[config.mk]
export PLATFORM = sky130hd
export DESIGN_NAME = arc_mem_arbiter
export DESIGN_NICKNAME = d
export VERILOG_FILES = /design/src/rtl/arc_mem_arbiter.sv
export SDC_FILE = /design/constraint.sdc
export NUM_CORES = 1
export LEC_CHECK = 0
export BUFFER_PORTS_ARGS = -buffer_cell sky130_fd_sc_hd__buf_4
export CORE_AREA = 2 2 119 121
export CTS_BUF_LIST = sky130_fd_sc_hd__clkbuf_4 sky130_fd_sc_hd__clkbuf_8
export CTS_CLUSTER_SIZE = 10
export DETAILED_ROUTE_END_ITERATION = 6
export DIE_AREA = 0 0 121 123
export HOLD_SLACK_MARGIN = 0.02
export PLACE_DENSITY = 0.76
export SLEW_MARGIN = 20
export SYNTH_ARGS = -nofsm -noshare
export SYNTH_HDL_FRONTEND = slang
export SYNTH_SLANG_ARGS = --single-unit
[constraint.sdc]
create_clock -name clk -period 1.8 [get_ports clk]
set_clock_uncertainty 0.1 [all_clocks]
set_input_delay 0.18 -clock clk [delete_from_list [all_inputs] [get_ports clk]]
set_output_delay 0.18 -clock clk [all_outputs]
set_load 0.02 [all_outputs]
[src/rtl/arc_mem_arbiter.sv]
// Arbitrates the ARC fetch and load/store ports onto the single-port main_memory.
// Every access walks Idle -> Issue -> Capture -> Ack, so the latency is fixed
// and at most one access completes every four cycles.
module arc_mem_arbiter #(
  parameter int unsigned ADDR_W       = 32,
  parameter int unsigned DATA_W       = 32,
  parameter int unsigned PROTECT_BASE = 2048,
  parameter bit          RR_EN        = 1'b1
) (
  input  logic              clk,
  input  logic              rst_n,
  input  logic              if_req,
  input  logic [ADDR_W-1:0] if_addr,
  output logic [DATA_W-1:0] if_rdata,
  output logic              if_ack,
  input  logic              d_req,
  input  logic              d_wr,
  input  logic [ADDR_W-1:0] d_addr,
  input  logic [DATA_W-1:0] d_wdata,
  output logic [DATA_W-1:0] d_rdata,
  output logic              d_ack,
  output logic              d_err,
  output logic [ADDR_W-1:0] mem_addr,
  output logic [DATA_W-1:0] mem_data_in,
  output logic              mem_rd,
  output logic              mem_wr,
  input  logic [DATA_W-1:0] mem_data_out,
  output logic              busy
);

  localparam logic [ADDR_W-1:0] ProtBase = ADDR_W'(PROTECT_BASE);

  typedef enum logic [1:0] {StIdle, StIssue, StCapture, StAck} state_e;

  state_e            state_q, state_d;
  logic              grant_data_q, grant_data_d;  // 1: data port owns the current access
  logic              last_data_q, last_data_d;    // 1: previous completed access was data
  logic              wr_q, wr_d;
  logic              err_q, err_d;
  logic [ADDR_W-1:0] mem_addr_q, mem_addr_d;
  logic [DATA_W-1:0] mem_data_in_q, mem_data_in_d;
  logic              mem_rd_q, mem_rd_d;
  logic              mem_wr_q, mem_wr_d;
  logic [DATA_W-1:0] if_rdata_q, if_rdata_d;
  logic [DATA_W-1:0] d_rdata_q, d_rdata_d;
  logic              if_ack_q, if_ack_d;
  logic              d_ack_q, d_ack_d;
  logic              d_err_q, d_err_d;

  logic pick_data;
  logic store_blocked;

  // Data wins if alone, if round-robin is off, or if fetch had the last turn.
  assign pick_data     = d_req && (!if_req || !RR_EN || !last_data_q);
  assign store_blocked = d_wr && (d_addr < ProtBase);

  // Next-state and registered-output logic for the access sequencer.
  always_comb begin
    state_d       = state_q;
    grant_data_d  = grant_data_q;
    last_data_d   = last_data_q;
    wr_d          = wr_q;
    err_d         = err_q;
    mem_addr_d    = mem_addr_q;
    mem_data_in_d = mem_data_in_q;
    mem_rd_d      = 1'b0;
    mem_wr_d      = 1'b0;
    if_rdata_d    = if_rdata_q;
    d_rdata_d     = d_rdata_q;
    if_ack_d      = 1'b0;
    d_ack_d       = 1'b0;
    d_err_d       = 1'b0;

    unique case (state_q)
      StIdle: begin
        if (if_req || d_req) begin
          grant_data_d = pick_data;
          if (pick_data) begin
            mem_addr_d    = d_addr;
            mem_data_in_d = d_wdata;
            wr_d          = d_wr;
            err_d         = store_blocked;
            mem_rd_d      = !d_wr;
            mem_wr_d      = d_wr && !store_blocked;
          end else begin
            mem_addr_d = if_addr;
            wr_d       = 1'b0;
            err_d      = 1'b0;
            mem_rd_d   = 1'b1;
          end
          state_d = StIssue;
        end
      end
      StIssue: begin
        // Memory samples rd/wr on this edge; the strobes drop by default.
        state_d = StCapture;
      end
      StCapture: begin
        if (!wr_q) begin
          if (grant_data_q) begin
            d_rdata_d = mem_data_out;
          end else begin
            if_rdata_d = mem_data_out;
          end
        end
        if (grant_data_q) begin
          d_ack_d = 1'b1;
          d_err_d = err_q;
        end else begin
          if_ack_d = 1'b1;
        end
        state_d = StAck;
      end
      StAck: begin
        last_data_d = grant_data_q;
        err_d       = 1'b0;
        state_d     = StIdle;
      end
      default: state_d = StIdle;
    endcase
  end

  // State and output registers; reset drops any in-flight access.
  always_ff @(posedge clk or negedge rst_n) begin
    if (!rst_n) begin
      state_q       <= StIdle;
      grant_data_q  <= 1'b0;
      last_data_q   <= 1'b0;
      wr_q          <= 1'b0;
      err_q         <= 1'b0;
      mem_addr_q    <= '0;
      mem_data_in_q <= '0;
      mem_rd_q      <= 1'b0;
      mem_wr_q      <= 1'b0;
      if_rdata_q    <= '0;
      d_rdata_q     <= '0;
      if_ack_q      <= 1'b0;
      d_ack_q       <= 1'b0;
      d_err_q       <= 1'b0;
    end else begin
      state_q       <= state_d;
      grant_data_q  <= grant_data_d;
      last_data_q   <= last_data_d;
      wr_q          <= wr_d;
      err_q         <= err_d;
      mem_addr_q    <= mem_addr_d;
      mem_data_in_q <= mem_data_in_d;
      mem_rd_q      <= mem_rd_d;
      mem_wr_q      <= mem_wr_d;
      if_rdata_q    <= if_rdata_d;
      d_rdata_q     <= d_rdata_d;
      if_ack_q      <= if_ack_d;
      d_ack_q       <= d_ack_d;
      d_err_q       <= d_err_d;
    end
  end

  assign mem_addr    = mem_addr_q;
  assign mem_data_in = mem_data_in_q;
  assign mem_rd      = mem_rd_q;
  assign mem_wr      = mem_wr_q;
  assign if_rdata    = if_rdata_q;
  assign d_rdata     = d_rdata_q;
  assign if_ack      = if_ack_q;
  assign d_ack       = d_ack_q;
  assign d_err       = d_err_q;
  assign busy        = (state_q != StIdle);

endmodule
==> run_results.csv, run 1 <==
group,metric,value,unit
status,status,"complete, but fails checks",
status,violations,"negative setup slack",
logic_synthesis,synthMuxAreaShare,26.7,%
place,gp_congestion,0.834,
worst_setup_path,cp.required,2.07,ns
worst_setup_path,startpoint_type,"input pin",
floorplanning,dieArea,14900,um2
logic_synthesis,ys_types,30,
clocking,cts_buffers,17,
detailed_routing,routed_wl,17200,um
worst_setup_path,arrival,2.09,ns
clocking,clock_path_buffers,2,
worst_setup_path,startpoint,"d_addr[30]",
worst_setup_path,crit_path_end_kind,"flip-flop",
floorplanning,die_width,121,um
global_route,grt-ovfl-total,0,
logic_synthesis,synth_area,5700,um2
global_route,grt_pass1_vias,5263,
global_route,grt_usage,23.3,%
worst_setup_path,r2r_end,"if_rdata[5]$_DFFE_PN0P_",
global_route,grt_start_max_net_pins,56,
logic_synthesis,synthXorXnorAreaFrac,0,%
logic_synthesis,ys_warn_count,0,
detailed_routing,drc_errors,0,
detailed_routing,vias,4823,
floorplanning,core-area,13600,um2
place,io_buffers,266,
logic_synthesis,syn_avg_cell_area,14.5,um2
worst_setup_path,reg2reg_slack,0.08,ns
place,dp_slack,0.0239,ns
worst_setup_path,rr_worst_depth,6,
clocking,h-tree-depth,4,
logic_synthesis,synth_fp_nets,528,
power,p_leak,4.79,nW
clocking,cts_tree,"yes",
clocking,cts.sinks,139,
logic_synthesis,synth-simple-area-share,4.61,%
hold_path,hp-class,"in -> async",
timing,min_period_over_period,102,%
detailed_routing,drtPass1Iterations,4,
detailed_routing,ant_nets,0,
clocking,post_cts_buffers,0,
timing,slew_violations,0,
run,drv_cap,0,
timing,rsz0062_at_grt,"yes",
timing,finalCriticalPeriod,1.83,ns
power,cellPowerDensity,1690,nW/um2
place,dp_cells,831,
global_route,grt_first_pass_wirelength,26600,um
worst_setup_path,path_class,"in -> reg",
detailed_routing,wl_per_cell,17.3,um
detailed_routing,drtIter0Drc,290,
worst_setup_path,crit_fanout,2,
global_route,antenna_found_initial,0,
clocking,clock-root-buffer,"clkbuf_8",
logic_synthesis,synth_compound_area_share,3.58,%
logic_synthesis,synth_top_family_by_area,"multiplexers",
floorplanning,start_util,41.9,%
place,hpwl,10600,um
timing,setup_viol,2,
floorplanning,die_h,123,um
detailed_routing,viasPerCell,4.84,
timing,fin_ws,-0.0292,ns
worst_setup_path,crit-reg2reg-launch,"state_q[0]$_DFFE_PN0P_",
floorplanning,num_rows,43,
timing,clock.fmax,0.547,GHz
logic_synthesis,post_synth_fa_ha_maj_area_fraction,0.659,%
logic_synthesis,syn_inst,392,
layout,drive_gt1_share,47.0,%
logic_synthesis,synth_seq_cells,139,
clocking,insertion_delay,0.42,ns
layout,areaGrowthSynthToFinish,71.1,%
logic_synthesis,ys_seq_area_share,61.0,%
layout,final_nets,939,
timing,finalHoldViolations,0,
layout,final_cells,996,
timing,worst_slew_pin_slew,0.483,ns
floorplanning,io_pins,267,
clocking,clk_pin_slew_worst_paths,0.07,ns
timing,slew-limit-headroom,67.5,%
power,ir_worst_vdd,1010,uV
routing by layer:
| metal | vias up | wire length [um] | track usage (%) |
|---|---|---|---|
| li1 | 2196 | - | - |
| met1 | 2339 | 6500 | 26.2 |
| met2 | 233 | 8760 | 40.1 |
| met3 | 55 | 1280 | 6.87 |
| met4 | 0 | 667 | 12.4 |
| met5 | - | 0 | 0 |
sequential cells by signal (all words and copies together) (netlist names):
signal	cells
d_rdata	32
if_rdata	32
mem_addr	32
mem_data_in	32
state_q	2
d_ack	1
d_err	1
err_q	1
grant_data_q	1
if_ack	1
last_data_q	1
mem_rd	1
mem_wr	1
wr_q	1
power by group:
| group | switching, W | internal, W | leakage (nW) | total [W] |
|---|---|---|---|---|
| sequential | 0.000959 | 0.00469 | 1.67 | 0.00565 |
| clock | 0.00116 | 0.00147 | 0.206 | 0.00263 |
| combinational | 0.00410 | 0.00406 | 2.92 | 0.00816 |
what timing repair did:
item                       CTS  global route
hold endpoints to repair   274             0
gates resized for setup      0             6
hold buffers               133             0
setup endpoints to repair    0            35
area by class of cell:
cell class / instances / area, um2
Clock buffer: 21 / 277
Clock inverter: 10 / 140
Antenna cell: 1 / 2.50
Inverter: 3 / 11.3
Sequential cell: 139 / 3480
Tap cell: 180 / 225
Fill cell: 881 / 3860
Multi-Input combinational cell: 228 / 2070
Timing Repair Buffer: 414 / 3540
placed cells by master (no fill, tap or decap), types with 8 or more instances in the layout:
cell type      Yosys  layout
buf_4              1     272
dfrtp_1          139     139
dlygate4sd3_1      0     133
nand2_1           38      38
mux2_1            37      37
o21ai_0           33      33
mux2i_1           32      32
mux2_2            31      31
mux2_4            29      29
clkbuf_8           0      19
buf_12             0       8
synth_stat cells, drive strengths merged:
cell    number  area share, %
dfrtp      139             61
mux2        97             21
nand2       39            2.7
o21ai       34            3.0
mux2i       32            5.6
buf         18            2.9
clkbuf       4           0.26
nor4         4           0.55
a21oi        3           0.26
ha           3           0.66
inv          3           0.20
nor2         3           0.20
nor2b        2           0.22
nor3         2           0.18
a21boi       1           0.20
a21o         1           0.13
and2         1           0.11
and3         1           0.11
nand2b       1           0.11
nand3        1          0.088
nand4        1           0.11
or3          1           0.11
or4          1           0.13
stage by stage:
step	util [%]	setup TNS, ns	cell area [um2]	power, W	hold WS, ns
2_1_floorplan	-	0	5700	0.00995	-0.216
3_3_place_gp	58.6	0	7980	0.0132	-0.0260
3_5_place_dp	58.6	0	7980	0.0135	-0.0214
4_1_cts	71.5	0	9730	0.0164	0.0786
5_1_grt	71.6	-0.0408	9750	0.0173	0.109
6_report	71.6	-0.0434	9750	0.0164	0.107
how the worst max path moves through the flow:
stage,end,cells past startpoint
6_report,err_q$_DFFE_PN0P_,7
5_1_grt,err_q$_DFFE_PN0P_,7
4_1_cts,if_rdata[29]$_DFFE_PN0P_,6
3_5_place_dp,if_rdata[29]$_DFFE_PN0P_,6
3_3_place_gp,if_rdata[26]$_DFFE_PN0P_,6
2_1_floorplan,if_rdata[21]$_DFFE_PN0P_,7
kinds of logic after synthesis:
| family | count (synthesis) |
|---|---|
| adder cells (fa/ha/maj) | 3 |
| flip-flops | 139 |
| AO/OA/AOI/OAI | 39 |
| AND/OR/NAND/NOR | 57 |
| buffers and inverters | 25 |
| multiplexers | 129 |
worst max-delay path, cell delays in order:
cell	delay [ns]
dlygate4sd3_1	0.56
buf_4	0.15
nor3_2	0.15
nand4_1	0.14
nor4_2	0.18
dlygate4sd3_1	0.61
a21o_1	0.12
Note: power is estimated with default switching activity, not from simulation.
==> run 2, diff against run 1 <==
--- a/config.mk
+++ b/config.mk
@@ -6,13 +6,13 @@
 export NUM_CORES = 1
 export LEC_CHECK = 0
 export BUFFER_PORTS_ARGS = -buffer_cell sky130_fd_sc_hd__buf_4
-export CORE_AREA = 2 2 119 121
+export CORE_AREA = 2 2 108 110
 export CTS_BUF_LIST = sky130_fd_sc_hd__clkbuf_4 sky130_fd_sc_hd__clkbuf_8
 export CTS_CLUSTER_SIZE = 10
 export DETAILED_ROUTE_END_ITERATION = 6
-export DIE_AREA = 0 0 121 123
+export DIE_AREA = 0 0 110 112
 export HOLD_SLACK_MARGIN = 0.02
-export PLACE_DENSITY = 0.76
+export PLACE_DENSITY = 0.87
 export SLEW_MARGIN = 20
 export SYNTH_ARGS = -nofsm -noshare
 export SYNTH_HDL_FRONTEND = slang
==> constraint.sdc (replaced) <==
create_clock -name clk -period 2.15 [get_ports clk]
set_clock_uncertainty 0.1 [all_clocks]
set_input_delay 0.215 -clock clk [delete_from_list [all_inputs] [get_ports clk]]
set_output_delay 0.215 -clock clk [all_outputs]
set_load 0.02 [all_outputs]
==> run_results.csv, run 2 (synthesized netlist as in run 1, its figures left out) <==
group,metric,value,unit
status,status,"completed",
clocking,cts.sinks,139,
detailed_routing,drtIter0Drc,222,
floorplanning,num_rows,39,
layout,num-fill-cells,534,
clocking,clock_path_buffers,2,
worst_setup_path,startpoint_type,"flip-flop",
power,p_sw_share,39.8,%
detailed_routing,vias,4805,
place,io_buffers,266,
global_route,grt_start_max_net_pins,58,
detailed_routing,drc_errors,0,
power,cellPowerDensity,1420,nW/um2
timing,slew_violations,0,
floorplanning,io_pins,267,
power,power_frac_seq,35.5,%
power,p_leak,4.65,nW
detailed_routing,wl_per_cell,19.0,um
floorplanning,start_util,51.0,%
detailed_routing,drtPass1Iterations,6,
layout,antenna_cells,0,
power,p_int,0.00806,W
timing,worst_slew_pin_slew,0.797,ns
place,gp_congestion,0.818,
worst_setup_path,cp.required,1.84,ns
timing,finalHoldViolations,0,
power,ir_worst_vdd,1100,uV
layout,final_cells,940,
layout,final_nets,920,
layout,final_cell_mix,"buf_4 (270), dfrtp_1 (139), dlygate4sd3_1 (120)",
timing,setup_viol,0,
place,dp_slack,0.283,ns
layout,final_common_cell,"buf_4",
layout,drive_gt1_share,46.9,%
floorplanning,core-area,11200,um2
place,hpwl,10700,um
timing,rsz0062_at_grt,"no",
detailed_routing,routed_wl,17800,um
timing,min_period_over_period,89.5,%
global_route,antenna_found_initial,0,
hold_path,hp-class,"in -> reg",
timing,fin_ws,0.226,ns
power,p_switching,0.00534,W
power,clkPwrFrac,14.3,%
timing,slew-limit-headroom,46.7,%
timing,finalCriticalPeriod,1.92,ns
global_route,grt-ovfl-total,0,
clocking,clk_pin_slew_worst_paths,0.08,ns
timing,clock.fmax,0.520,GHz
layout,final_area,9410,um2
layout,fin_util,84.2,%
worst_setup_path,crit_path_end_kind,"primary output",
hold_path,hold_depth,3,
clocking,post_cts_buffers,0,
clocking,insertion_delay,0.42,ns
clocking,clock-root-buffer,"clkbuf_8",
detailed_routing,viasPerCell,5.11,
floorplanning,die_h,112,um
detailed_routing,ant_nets,0,
floorplanning,dieArea,12300,um2
worst_setup_path,rr_worst_depth,5,
run,drv_cap,0,
power,pwr-share-comb,50.2,%
global_route,grt_usage,29.6,%
clocking,h-tree-depth,4,
clocking,cts_tree,"yes",
clocking,cts_buffers,17,
timing,setup_tns,0,ns
worst_setup_path,path_class,"reg -> out",
place,place_area,7830,um2
layout,areaGrowthSynthToFinish,65.1,%
floorplanning,die_width,110,um
place,dp_cells,788,
global_route,grt_pass1_vias,5272,
global_route,grt_first_pass_wirelength,27400,um
worst_setup_path,crit_fanout,6,
worst_setup_path,arrival,1.61,ns
run 2: cell types whose count changed in the layout (fill, tap and decap cells not counted), sizes merged:
| cell | before | now |
|---|---|---|
| clkbuf | 21 | 20 |
| buf | 281 | 275 |
| bufinv | 3 | 0 |
| dlygate4sd3 | 133 | 120 |
| diode | 1 | 0 |
| clkinv | 2 | 3 |
| clkinvlp | 3 | 6 |
| inv | 5 | 6 |
run 2: path summary, 6_finish.rpt:
path                                           from                  endpoint  slack (ns)
setup reg to reg             state_q[1]$_DFFE_PN0P_   mem_addr[5]$_DFFE_PN0P_        0.23
hold reg to reg            mem_addr[25]$_DFFE_PN0P_  mem_addr[25]$_DFFE_PN0P_        0.39
hold / removal                          if_addr[24]  mem_addr[24]$_DFFE_PN0P_        0.04
setup / recovery             state_q[1]$_DFFE_PN0P_                      busy        0.23
min in group asynchronous                     rst_n  if_rdata[24]$_DFFE_PN0P_        0.21
max in group asynchronous                     rst_n  if_rdata[10]$_DFFE_PN0P_        1.03
run 2: power groups by stage:
stage / clock network, W / logic, W / registers (W)
2_1_floorplan: 0 / 0.00221 / 0.00612
3_3_place_gp: 0 / 0.00626 / 0.00465
3_5_place_dp: 0 / 0.00647 / 0.00473
4_1_cts: 0.00193 / 0.00664 / 0.00470
5_1_grt: 0.00207 / 0.00713 / 0.00488
6_report: 0.00192 / 0.00673 / 0.00475
run 2: critical path, cell delays in order, from the launching register on:
cell     delay, ns
dfrtp_1       0.42
inv_1         0.10
ha_1          0.35
inv_1         0.14
buf_4         0.19
run 2: repair_timing:
| action | 4_1_cts | 5_1_grt |
|---|---|---|
| gates resized for setup | 0 | 2 |
| setup endpoints to repair | 0 | 2 |
| endpoints found under the hold margin | 182 | 0 |
| hold buffers | 121 | 0 |
run 2: routing by layer:
layer  vias to the layer above  global-route usage, %  wire length (um)
met5                         -                      0                 0
met4                         0                   12.7               636
met3                        53                   8.67              1260
met2                       228                   52.4              9410
met1                      2367                   32.5              6520
li1                       2157                      -                 -
run 2: layout make-up:
class | instances | area, um2 | area share (%)
clock buffer | 20 | 269 | 2.86
clock inverter | 12 | 90.1 | 0.958
inverter | 3 | 11.3 | 0.120
multi-input combinational | 228 | 2060 | 21.9
sequential | 139 | 3480 | 37.0
tap | 143 | 179 | 1.90
timing repair buffer | 395 | 3320 | 35.3
run 2: stage by stage:
step | power (W) | hold WS (ns)
after global placement | 0.0109 | 0.102
after global routing | 0.0141 | 0.0248
after detailed placement | 0.0112 | 0.115
final | 0.0134 | 0.0396
after CTS | 0.0133 | 0.0203
after floorplan | 0.00833 | -0.181
